### src/rtl/fizzbuzz_gen.sv
// FizzBuzz byte source for a UART transmitter: emits lines for 1..MAX_N, each ending in CR LF,
// one byte per strobe, paced by the transmitter's busy flag.
//
// state     | meaning
// ----------+-----------------------------------------------------------
// IDLE      | waiting for i_start; counters parked at n=1
// SEND      | present current byte, one-cycle o_tx_valid
// WAIT_ACK  | wait for the TX stage to raise its busy flag
// WAIT_DONE | wait for the TX stage to finish, then next char or line
// NEXT      | line complete: finish the run or advance n
module fizzbuzz_gen #(
    parameter int MAX_N = 100
) (
    input  logic       clk,
    input  logic       rst,
    input  logic       i_start,
    input  logic       i_tx_busy,
    output logic [7:0] o_tx_data,
    output logic       o_tx_valid,
    output logic       o_busy,
    output logic       o_done
);
    localparam int DIGITS = (MAX_N >= 1000) ? 4 : (MAX_N >= 100) ? 3 : (MAX_N >= 10) ? 2 : 1;
    localparam int BW = 4 * DIGITS;

    function automatic logic [15:0] to_bcd(input int v);
        logic [15:0] r;
        int          t;
        r = '0;
        t = v;
        for (int i = 0; i < 4; i++) begin
            r[4*i +: 4] = 4'(t % 10);
            t = t / 10;
        end
        return r;
    endfunction

    localparam logic [15:0]   MAX_BCD_FULL = to_bcd(MAX_N);
    localparam logic [BW-1:0] MAX_BCD      = MAX_BCD_FULL[BW-1:0];

    function automatic logic [7:0] word_ch(input logic is_buzz, input logic [1:0] k);
        case (k)
            2'd0:    word_ch = is_buzz ? 8'h42 : 8'h46;
            2'd1:    word_ch = is_buzz ? 8'h75 : 8'h69;
            default: word_ch = 8'h7A;
        endcase
    endfunction

    typedef enum logic [2:0] {IDLE, SEND, WAIT_ACK, WAIT_DONE, NEXT} state_t;

    state_t        state;
    logic [BW-1:0] bcd;
    logic [BW-1:0] bcd_inc;
    logic [1:0]    msd;
    logic [1:0]    msd_inc;
    logic [1:0]    mod3;
    logic [2:0]    mod5;
    logic [3:0]    char_idx;
    logic [3:0]    text_len;
    logic [3:0]    digit;
    logic [7:0]    cur_byte;
    logic          fizz;
    logic          buzz;
    logic          last_char;

    assign fizz      = (mod3 == 2'd0);
    assign buzz      = (mod5 == 3'd0);
    assign last_char = (char_idx == text_len + 4'd1);

    always_comb begin
        if (fizz && buzz)
            text_len = 4'd8;
        else if (fizz || buzz)
            text_len = 4'd4;
        else
            text_len = {2'b00, msd} + 4'd1;
    end

    // Numbers are sent MSD first, so character k maps to digit msd-k.
    always_comb begin
        digit = '0;
        for (int i = 0; i < DIGITS; i++)
            if (4'(i) == ({2'b00, msd} - char_idx))
                digit = bcd[4*i +: 4];
        if (char_idx == text_len)
            cur_byte = 8'h0D;
        else if (char_idx == text_len + 4'd1)
            cur_byte = 8'h0A;
        else if (fizz && !(buzz && char_idx >= 4'd4))
            cur_byte = word_ch(1'b0, char_idx[1:0]);
        else if (buzz)
            cur_byte = word_ch(1'b1, char_idx[1:0]);
        else
            cur_byte = {4'h3, digit};
    end

    always_comb begin
        logic carry;
        carry   = 1'b1;
        bcd_inc = bcd;
        for (int i = 0; i < DIGITS; i++) begin
            if (carry) begin
                if (bcd[4*i +: 4] == 4'd9) begin
                    bcd_inc[4*i +: 4] = 4'd0;
                end else begin
                    bcd_inc[4*i +: 4] = bcd[4*i +: 4] + 4'd1;
                    carry = 1'b0;
                end
            end
        end
        msd_inc = msd;
        for (int i = 0; i < DIGITS; i++)
            if (bcd_inc[4*i +: 4] != 4'd0)
                msd_inc = 2'(i);
    end

    always_ff @(posedge clk or posedge rst) begin
        if (rst) begin
            state      <= IDLE;
            bcd        <= BW'(1);
            msd        <= '0;
            mod3       <= 2'd1;
            mod5       <= 3'd1;
            char_idx   <= '0;
            o_tx_data  <= '0;
            o_tx_valid <= 1'b0;
            o_busy     <= 1'b0;
            o_done     <= 1'b0;
        end else begin
            o_tx_valid <= 1'b0;
            o_done     <= 1'b0;
            case (state)
                IDLE: begin
                    if (i_start) begin
                        o_busy   <= 1'b1;
                        char_idx <= '0;
                        state    <= SEND;
                    end
                end
                SEND: begin
                    o_tx_data  <= cur_byte;
                    o_tx_valid <= 1'b1;
                    state      <= WAIT_ACK;
                end
                WAIT_ACK: begin
                    if (i_tx_busy)
                        state <= WAIT_DONE;
                end
                WAIT_DONE: begin
                    if (!i_tx_busy) begin
                        if (last_char) begin
                            state <= NEXT;
                        end else begin
                            char_idx <= char_idx + 4'd1;
                            state    <= SEND;
                        end
                    end
                end
                NEXT: begin
                    char_idx <= '0;
                    if (bcd == MAX_BCD) begin
                        o_done <= 1'b1;
                        o_busy <= 1'b0;
                        bcd    <= BW'(1);
                        msd    <= '0;
                        mod3   <= 2'd1;
                        mod5   <= 3'd1;
                        state  <= IDLE;
                    end else begin
                        bcd   <= bcd_inc;
                        msd   <= msd_inc;
                        mod3  <= (mod3 == 2'd2) ? 2'd0 : mod3 + 2'd1;
                        mod5  <= (mod5 == 3'd4) ? 3'd0 : mod5 + 3'd1;
                        state <= SEND;
                    end
                end
                default: state <= IDLE;
            endcase
        end
    end
endmodule

### config.mk
export PLATFORM = sky130hd
export DESIGN_NAME = fizzbuzz_gen
export DESIGN_NICKNAME = d
export VERILOG_FILES = /design/src/rtl/fizzbuzz_gen.sv
export SDC_FILE = /design/constraint.sdc
export NUM_CORES = 1
export LEC_CHECK = 0
export ABC_AREA = 0
export ABC_CLOCK_PERIOD_IN_PS = 4000
export BUFFER_PORTS_ARGS = -buffer_cell sky130_fd_sc_hd__buf_2
export CORE_MARGIN = 10
export CORE_UTILIZATION = 61
export DETAILED_ROUTE_END_ITERATION = 8
export PLACE_DENSITY = 0.88
export SLEW_MARGIN = 5
export SYNTH_ARGS = -nofsm -noshare
export SYNTH_HDL_FRONTEND = slang
export SYNTH_SLANG_ARGS = --single-unit
export TNS_END_PERCENT = 100
### constraint.sdc
create_clock -name clk -period 4 [get_ports clk]
set_clock_uncertainty 0.15 [all_clocks]
set_input_delay 0.4 -clock clk [delete_from_list [all_inputs] [get_ports clk]]
set_output_delay 0.4 -clock clk [all_outputs]
set_load 0.05 [all_outputs]
==> flow_metrics.env, run 1 <==
export IMPL_io_pins=15
export IMPL_ys_seq_area_share_pct=35.5
export IMPL_irDropWorstVdd_mv=0.305
export IMPL_yosys_most_used_dff="dfrtp_1"
export IMPL_grt_overflow=0
export IMPL_path_clk_slew_ns=0.08
export IMPL_worstPathMaxFanout=12
export IMPL_grt_use_total_pct=15.9
export IMPL_holdPathStages=3
export IMPL_synthTopCellsByCount="36 x nand2_1, 33 x dfrtp_1, 28 x o21ai_0"
export IMPL_intPower_mw=0.851
export IMPL_routed_wl_um=5450
export IMPL_power_frac_seq_pct=34.9
export IMPL_powerDensity_mw_per_mm2=547
export IMPL_grt_pass1_wl_um=9500
export IMPL_finalSetupViolations=0
export IMPL_power_switching_mw=0.638
export IMPL_fill_cells=324
export IMPL_pwr_share_comb_pct=43.5
export IMPL_drc=0
export IMPL_cp_required_ns=4.04
export IMPL_yosys_area_top_type="dfrtp_1"
export IMPL_r2r_start="mod5[1]"
export IMPL_yosysWarnings=0
export IMPL_place_ws_ns=0.874
export IMPL_final_cells=341
export IMPL_clock_sinks=36
export IMPL_rsz0062_at_grt="no"
export IMPL_path_class="reg2reg"
export IMPL_portBuffers=13
export IMPL_numCtsBuffers=5
export IMPL_gp_congestion=0.921
export IMPL_startpoint="mod5[1]"
export IMPL_hold_class="in2reg"
export IMPL_drt_iter0_markers=176
export IMPL_synthCells=283
export IMPL_synth_cell_types=70
export IMPL_critPathLaunchType="register"
export IMPL_initial_core_util_pct=63.3
export IMPL_dp_cells=332
export IMPL_htree_levels=2
export IMPL_synth_net_count=304
export IMPL_dr_total_vias=2094
export IMPL_synth_most_common_cell="nand2_1"
export IMPL_reg2reg_depth=12
export IMPL_endpoint_kind="register"
export IMPL_clockBufferDepth=2
export IMPL_synth_edff_count=0
export IMPL_cts_tree="built"
export IMPL_viasPerCell=6.14
export IMPL_hpwl_um=3930
export IMPL_synth_area_per_cell_um2=9.01
export IMPL_drive_gt1_share_pct=15.5
export IMPL_synthArstFlopShare_pct=100
export IMPL_fp_dieW_um=84.6
export IMPL_p_sw_share_pct=42.8
export IMPL_nets=311
export IMPL_final_period_utilization_pct=79.4
export IMPL_die_h_um=84.6
export IMPL_clkLatencyLatePin_ns=0.30
export IMPL_min_delay_start="i_tx_busy"
export IMPL_power_mw=1.49
export IMPL_drv_slew=0
export IMPL_drt_wirelength_per_cell_um=16.0
export IMPL_worst_slack_ns=0.826
export IMPL_netlist_area_mm2=0.00255
export IMPL_antenna_found_initial=0
export IMPL_cts_resized=0
export IMPL_cp_arrival_ns=3.22
export IMPL_cts_setup_buffers=0
export IMPL_yosysTopAreaCellShare_pct=32.4
export IMPL_core_mm2=0.00403
export IMPL_grt_pass1_vias=1961
export IMPL_setup_tns_ns=0
export IMPL_p_leak_nw=1.21
export IMPL_ant_nets=0
export IMPL_status="complete, no violations"
export IMPL_dieArea_mm2=0.00716
export IMPL_period_minus_slack_ns=3.17
export IMPL_grt_max_degree=28
export IMPL_ys_ff_latch=36
export IMPL_relSlewSlack_pct=57.1
export IMPL_syn_to_final_growth_pct=6.68
export IMPL_n_antenna_cell=0
export IMPL_worst_pin_slew_ns=0.639
export IMPL_fmax_ghz=0.315
export IMPL_clkPwrFrac_pct=21.6
export IMPL_hold_viol_final=0
export IMPL_root_buffer="clkbuf_8"
export IMPL_synth_area_leaders="dfrtp_1 32%, ha_1 7.9%, o21ai_0 5.5%"
export IMPL_rows=23
export IMPL_max_cap_violations=0
export IMPL_first_pass_iters=5
what timing repair did:
action	CTS	global route
endpoints found under the setup margin	0	0
hold buffers	1	0
hold endpoints to repair	9	0
per-stage QoR:
stage               cell area [µm²]  util [%]  hold slack (ns)
global placement               2600      64.6            0.244
global route                   2720      67.5            0.264
detailed placement             2600      64.6            0.246
finish                         2720      67.5            0.253
CTS                            2720      67.5            0.250
floorplan                      2550         -            0.328
logic make-up after synthesis:
group / count (synthesis) / synth area share (%)
compound gates: 72 / 19.0
xor+xnor: 7 / 2.41
fa+ha+maj: 17 / 8.64
buf+inv: 28 / 5.15
flops: 36 / 35.5
mux: 11 / 4.42
other cells: 1 / 0.147
simple gates: 111 / 24.7
worst max-delay path: stages (launching register included):
cell,delay [ns]
dfrtp_1,0.38
inv_1,0.07
ha_1,0.22
nor2b_2,0.44
nor2_4,0.08
and2_1,0.20
ha_1,0.29
xor2_1,0.16
nor2_1,0.10
mux2i_1,0.07
nand4b_2,0.40
and4_1,0.30
a31o_2,0.20
path summary, 6_finish.rpt:
path                                end  slack (ns)
max in group asynchronous        bcd[0]        2.51
min in group asynchronous        bcd[8]        0.46
min                            state[1]        0.25
min reg2reg                o_tx_data[5]        0.33
max reg2reg                 char_idx[1]        0.83
max                         char_idx[1]        0.83
per-layer routing:
metal | vias up | wire length, µm | global-route usage [%]
li1 | 1034 | - | -
met1 | 996 | 2480 | 20.2
met2 | 52 | 2550 | 25.0
met3 | 12 | 297 | 3.77
met4 | 0 | 118 | 6.74
met5 | - | 0 | 0
registers in the layout, summed over array words and instances, names as in the netlist:
name and flops:
state 3, char_idx 4, bcd 12, o_tx_valid 1, o_busy 1, mod5 3
mod3 2, o_tx_data 7, o_done 1, msd 2
power by group through the flow:
stage / registers, mW / clock network [mW] / logic (mW)
after global placement: 0.521 / 0 / 0.625
after detailed placement: 0.526 / 0 / 0.643
after global routing: 0.535 / 0.341 / 0.707
after CTS: 0.518 / 0.325 / 0.648
after floorplan: 0.627 / 0 / 0.406
final: 0.519 / 0.321 / 0.648
final cells by class:
cell class,count,area (µm²),area share (%)
clock inverters,2,35.0,1.29
multi-input cells,219,1510,55.6
well taps,50,62.6,2.30
clock buffers,6,72.6,2.67
inverters,13,48.8,1.79
flip-flops and latches,36,905,33.3
repair buffers,15,82.6,3.04
layout by cell type (no fill, tap or decap), drive strengths merged, types with 6 or more instances in the layout:
cell type,n
dfrtp,33
nor3,8
o21ai,31
nand3,14
clkbuf,6
inv,13
mux2i,9
a21oi,13
nand2,36
nor2,17
ha,16
buf,14
(Power assumes the default switching activity.)
==> inputs of run 2 (changes only) <==
--- a/config.mk
+++ b/config.mk
@@ -6,12 +6,12 @@
 export NUM_CORES = 1
 export LEC_CHECK = 0
 export ABC_AREA = 0
-export ABC_CLOCK_PERIOD_IN_PS = 4000
+export ABC_CLOCK_PERIOD_IN_PS = 2600
 export BUFFER_PORTS_ARGS = -buffer_cell sky130_fd_sc_hd__buf_2
 export CORE_MARGIN = 10
-export CORE_UTILIZATION = 61
+export CORE_UTILIZATION = 55
 export DETAILED_ROUTE_END_ITERATION = 8
-export PLACE_DENSITY = 0.88
+export PLACE_DENSITY = 0.84
 export SLEW_MARGIN = 5
 export SYNTH_ARGS = -nofsm -noshare
 export SYNTH_HDL_FRONTEND = slang
==> constraint.sdc (replaced) <==
create_clock -name clk -period 2.6 [get_ports clk]
set_clock_uncertainty 0.15 [all_clocks]
set_input_delay 0.26 -clock clk [delete_from_list [all_inputs] [get_ports clk]]
set_output_delay 0.26 -clock clk [all_outputs]
set_load 0.05 [all_outputs]
==> run 2 against run 1 <==
Compared with the run above:
- sequential share of layout area shrank 1.8 points
- routed wire length grew 0.66%
- via count grew 0.96%
- count of clock-buffer cells in the layout is the same
- die area grew 8.3%
- worst setup slack lost 0.75 ns
- hold slack lost 0.14 ns
- first-iteration DRC count shrank 27%
- sequential power grew 48%
- register-to-register slack lost 0.75 ns
- sequential cell count is the same
- design area grew 5.7%
- highest routed layer unchanged
==> flow_metrics.env, run 2 (same netlist as run 1, synthesis figures left out) <==
export IMPL_grt_pass1_wl_um=9520
export IMPL_root_buffer="clkbuf_8"
export IMPL_initial_core_util_pct=57.7
export IMPL_irDropWorstVdd_mv=0.413
export IMPL_cts_tree="built"
export IMPL_timing_rr_end="char_idx[1]"
export IMPL_final_period_utilization_pct=97.1
export IMPL_use_met3_pct=3.90
export IMPL_rsz0062_at_grt="yes"
export IMPL_n_antenna_cell=0
export IMPL_final_cells=356
export IMPL_worstPathMaxFanout=5
export IMPL_die_h_um=88.1
export IMPL_critPathLaunchType="register"
export IMPL_max_cap_violations=0
export IMPL_worst_slack_ns=0.0759
export IMPL_fmax_ghz=0.396
export IMPL_period_minus_slack_ns=2.52
export IMPL_portBuffers=13
export IMPL_ant_nets=0
export IMPL_syn_to_final_growth_pct=12.7
export IMPL_cp_arrival_ns=2.57
export IMPL_final_area_mm2=0.00287
export IMPL_endpoint_kind="register"
export IMPL_layout_common_cells="36 x nand2_1, 33 x dfrtp_1, 28 x o21ai_0, 14 x ha_1"
export IMPL_numCtsBuffers=5
export IMPL_clkLatencyLatePin_ns=0.30
export IMPL_io_pins=15
export IMPL_met1_usage_pct=19.2
export IMPL_reg_largest_list="bcd x12, o_tx_data x7, char_idx x4"
export IMPL_rows=24
export IMPL_dr_total_vias=2114
export IMPL_grt_pass1_vias=2033
export IMPL_critPathCapture="char_idx[1]"
export IMPL_dp_cells=345
export IMPL_setup_tns_ns=0
export IMPL_p_leak_nw=1.29
export IMPL_grt_use_total_pct=15.1
export IMPL_utilization_pct=65.1
export IMPL_drt_wirelength_per_cell_um=15.4
export IMPL_drv_slew=0
export IMPL_relSlewSlack_pct=60.7
export IMPL_path_clk_slew_ns=0.07
export IMPL_drive_gt1_share_pct=22.0
export IMPL_largest_reg_flops=12
export IMPL_timing_hold_ws_ns=0.114
export IMPL_worst_pin_slew_ns=0.585
export IMPL_power_mw=2.28
export IMPL_first_pass_iters=4
export IMPL_drc=0
export IMPL_layout_commonest_cell="nand2_1"
export IMPL_viasPerCell=5.94
export IMPL_antenna_found_initial=0
export IMPL_r2r_slack_ns=0.08
export IMPL_post_dp_cell_area_mm2=0.00274
export IMPL_dieArea_mm2=0.00776
export IMPL_finalSetupViolations=0
export IMPL_gp_congestion=0.910
export IMPL_drt_iter0_markers=129
export IMPL_hpwl_um=4040
export IMPL_reg2reg_depth=12
export IMPL_clock_sinks=36
export IMPL_hold_class="in2reg"
export IMPL_routed_wl_um=5480
export IMPL_startpoint="mod5[0]"
export IMPL_r2r_start="mod5[0]"
export IMPL_clockBufferDepth=2
export IMPL_powerDensity_mw_per_mm2=794
export IMPL_grt_max_degree=37
export IMPL_status="complete, no violations"
export IMPL_core_mm2=0.00441
export IMPL_hold_viol_final=0
export IMPL_grt_overflow=0
export IMPL_path_class="reg2reg"
export IMPL_place_ws_ns=0.0308
export IMPL_use_met2_pct=24.6
export IMPL_fp_dieW_um=88.1
export IMPL_top_register="bcd"
export IMPL_nets=324
export IMPL_cp_required_ns=2.64
export IMPL_busiest_layer="met2"
export IMPL_htree_levels=2
run 2: changes by cell type in the layout (fill, tap and decap cells not counted), sizes merged:
cell	change
clkinv	+1
bufinv	-1
buf	+13
run 2: worst max-delay path, cell delays in order, from the launching register on:
cell      delay, ns
dfstp_2        0.54
inv_2          0.04
ha_4           0.14
nor2b_4        0.14
nor2_4         0.09
and2_4         0.16
ha_4           0.20
xor2_2         0.16
nor2_1         0.09
mux2i_1        0.07
nand4b_4       0.21
and4_1         0.22
a31o_2         0.21
run 2: final cells by class:
cell class                 count  area [µm²]
clock inverter                 2        10.0
timing repair buffer          28         193
fill                         361        1540
multi-input combinational    219        1570
inverter                      13        48.8
sequential                    36         905
clock buffer                   6        82.6
tap                           52        65.1
run 2: routing by layer:
layer	routed length [µm]	vias to the layer above
li1	-	1051
met5	0	-
met1	2510	1006
met4	76	0
met2	2540	47
met3	357	10
run 2: power by group:
part / switching [mW] / leakage (nW) / internal, mW
Combinational: 0.682 / 0.776 / 0.413
Sequential: 0.0985 / 0.460 / 0.668
Clock: 0.210 / 0.0510 / 0.211
Total: 0.990 / 1.29 / 1.29
run 2: how the worst min path moves through the flow:
stage / cells past startpoint / startpoint / end / slack [ns]
final: 3 / i_tx_busy / state[1] / 0.11
after detailed placement: 3 / rst / bcd[10] / 0.24
after CTS: 3 / i_tx_busy / state[1] / 0.12
after floorplan: 1 / rst / bcd[10] / 0.27
after global placement: 3 / rst / o_done / 0.23
after global routing: 3 / i_tx_busy / state[1] / 0.18
run 2: what timing repair did:
| item | CTS | global route |
|---|---|---|
| hold endpoints to repair | 33 | 0 |
| pin swaps | 0 | 4 |
| setup endpoints to repair | 4 | 10 |
| resized for setup | 1 | 3 |
| setup buffers | 0 | 2 |
| hold buffers | 1 | 0 |
==> inputs of run 3 (changes only) <==
--- a/config.mk
+++ b/config.mk
@@ -6,7 +6,7 @@
 export NUM_CORES = 1
 export LEC_CHECK = 0
 export ABC_AREA = 0
-export ABC_CLOCK_PERIOD_IN_PS = 2600
+export ABC_CLOCK_PERIOD_IN_PS = 2300
 export BUFFER_PORTS_ARGS = -buffer_cell sky130_fd_sc_hd__buf_2
 export CORE_MARGIN = 10
 export CORE_UTILIZATION = 55
==> constraint.sdc (replaced) <==
create_clock -name clk -period 2.3 [get_ports clk]
set_clock_uncertainty 0.15 [all_clocks]
set_input_delay 0.23 -clock clk [delete_from_list [all_inputs] [get_ports clk]]
set_output_delay 0.23 -clock clk [all_outputs]
set_load 0.05 [all_outputs]
==> run 3 against run 2 <==
Compared with the run above:
- first-iteration DRC count is 66% higher
- sequential cell count did not move
- core utilization increased by 4.4 points
- design area grew 6.8%
- register-to-register slack got worse by 0.37 ns
- clock power down 2%
- routed wire length up 14%
- the run now ends with setup timing left
- non-clock buffer count grew 25
- hold slack lost 0.019 ns
- worst setup slack got worse by 0.37 ns
==> flow_metrics.env, run 3 (same netlist as run 1, synthesis figures left out) <==
export IMPL_status="finished with violations"
export IMPL_violations="setup timing"
export IMPL_met2RoutedLength_um=2970
export IMPL_clockBufferDepth=2
export IMPL_rows=24
export IMPL_layout_common_cells="37 x buf_4, 35 x nand2_1, 33 x dfrtp_1, 28 x o21ai_0, 14 x ha_1"
export IMPL_wl_met1_um=2710
export IMPL_path_clk_slew_ns=0.07
export IMPL_first_pass_iters=5
export IMPL_clock_sinks=36
export IMPL_grt_use_total_pct=16.1
export IMPL_path_class="reg2reg"
export IMPL_root_buffer="clkbuf_8"
export IMPL_cp_required_ns=2.32
export IMPL_cts_tree="built"
export IMPL_finalSetupViolations=13
export IMPL_io_pins=15
export IMPL_syn_to_final_growth_pct=20.4
export IMPL_period_minus_slack_ns=2.59
export IMPL_drive_gt1_share_pct=28.4
export IMPL_dr_max_layer_used="met4"
export IMPL_core_mm2=0.00441
export IMPL_grt_pass1_wl_um=10100
export IMPL_hold_viol_final=0
export IMPL_clkLatencyLatePin_ns=0.29
export IMPL_n_antenna_cell=0
export IMPL_gp_congestion=0.886
export IMPL_worst_slack_ns=-0.294
export IMPL_grt_pass1_vias=2209
export IMPL_multi_input_area_mm2=0.00159
export IMPL_viasPerCell=6.08
export IMPL_seq_area_um2=905
export IMPL_wl_met3_um=355
export IMPL_endpoint_kind="register"
export IMPL_relSlewSlack_pct=65.4
export IMPL_portBuffers=13
export IMPL_drt_wirelength_per_cell_um=16.4
export IMPL_worst_pin_slew_ns=0.514
export IMPL_layout_commonest_cell="buf_4"
export IMPL_critPathLaunchType="register"
export IMPL_nets=349
export IMPL_htree_levels=2
export IMPL_max_cap_violations=0
export IMPL_initial_core_util_pct=57.7
export IMPL_p_leak_nw=1.41
export IMPL_numCtsBuffers=5
export IMPL_die_h_um=88.1
export IMPL_powerDensity_mw_per_mm2=847
export IMPL_final_period_utilization_pct=113
export IMPL_drc=0
export IMPL_place_ws_ns=-0.293
export IMPL_reg_largest_list="bcd x12, o_tx_data x7, char_idx x4"
export IMPL_largest_reg_flops=12
export IMPL_hpwl_um=4100
export IMPL_fill_cells=348
export IMPL_fmax_ghz=0.386
export IMPL_grt_overflow=0
export IMPL_ant_nets=0
export IMPL_utilization_pct=69.5
export IMPL_fp_dieW_um=88.1
export IMPL_drt_iter0_markers=214
export IMPL_routed_wl_um=6220
export IMPL_worstPathMaxFanout=7
export IMPL_antenna_found_initial=0
export IMPL_dr_total_vias=2304
export IMPL_rsz0062_at_grt="yes"
export IMPL_irDropWorstVdd_mv=0.587
export IMPL_drv_slew=0
export IMPL_cp_arrival_ns=2.61
export IMPL_dieArea_mm2=0.00776
export IMPL_grt_max_degree=37
export IMPL_hold_class="in2reg"
export IMPL_top_register="bcd"
[run 3: power by group]
group | total, mW | internal (mW) | switching (mW)
clock | 0.413 | 0.202 | 0.211
sequential | 0.865 | 0.755 | 0.109
combinational | 1.32 | 0.509 | 0.812
total | 2.60 | 1.47 | 1.13
[run 3: worst max-delay path, cell delays in order (launching register included)]
cell,delay [ns]
dfstp_2,0.54
inv_2,0.05
ha_4,0.15
nor2b_4,0.14
nor3_4,0.23
ha_4,0.24
xor2_2,0.16
nor2_1,0.13
mux2i_1,0.09
nand4b_4,0.23
buf_12,0.18
a32o_1,0.21
[run 3: path summary, 6_finish.rpt]
path	start	end	slack [ns]	cells past startpoint
worst max-delay path	mod5[0]	o_tx_data[6]	-0.29	11
worst min-delay path	i_tx_busy	state[1]	0.09	3
worst max register to register	mod5[0]	o_tx_data[6]	-0.29	11
worst min register to register	o_tx_data[6]	o_tx_data[6]	0.34	1
max in group asynchronous	rst	mod5[0]	1.21	4
min in group asynchronous	rst	o_done	0.44	4
[run 3: layout make-up]
cell class	instances	area share, %
tap	52	2.12
sequential	36	29.5
inverter	13	1.59
timing repair buffer	53	12.5
multi-input combinational	219	51.9
clock buffer	6	2.37
[run 3: repair_timing]
item / 4_1_cts / 5_1_grt
resized for setup: 5 / 6
endpoints found under the hold margin: 33 / 0
pin swaps: 6 / 5
endpoints found under the setup margin: 13 / 18
setup buffers: 10 / 3
hold buffers: 1 / 0
[run 3: stage by stage]
stage | total power, mW | instance area, µm² | cells | TNS [ns] | hold WS, ns
final | 2.60 | 3070 | 379 | -3.28 | 0.0943
after floorplan | 1.81 | 2590 | 283 | -3.44 | 0.245
after detailed placement | 2.11 | 2850 | 359 | -2.89 | 0.210
after global placement | 2.08 | 2850 | 359 | -1.88 | 0.206
after CTS | 2.56 | 3030 | 376 | -2.24 | 0.0860
after global routing | 2.78 | 3070 | 379 | -5.12 | 0.134
[run 3: metal layers]
metal	vias to the layer above	track usage, %
met4	0	8.70
li1	1101	-
met2	82	26.1
met5	-	0
met1	1097	19.5
met3	24	3.62
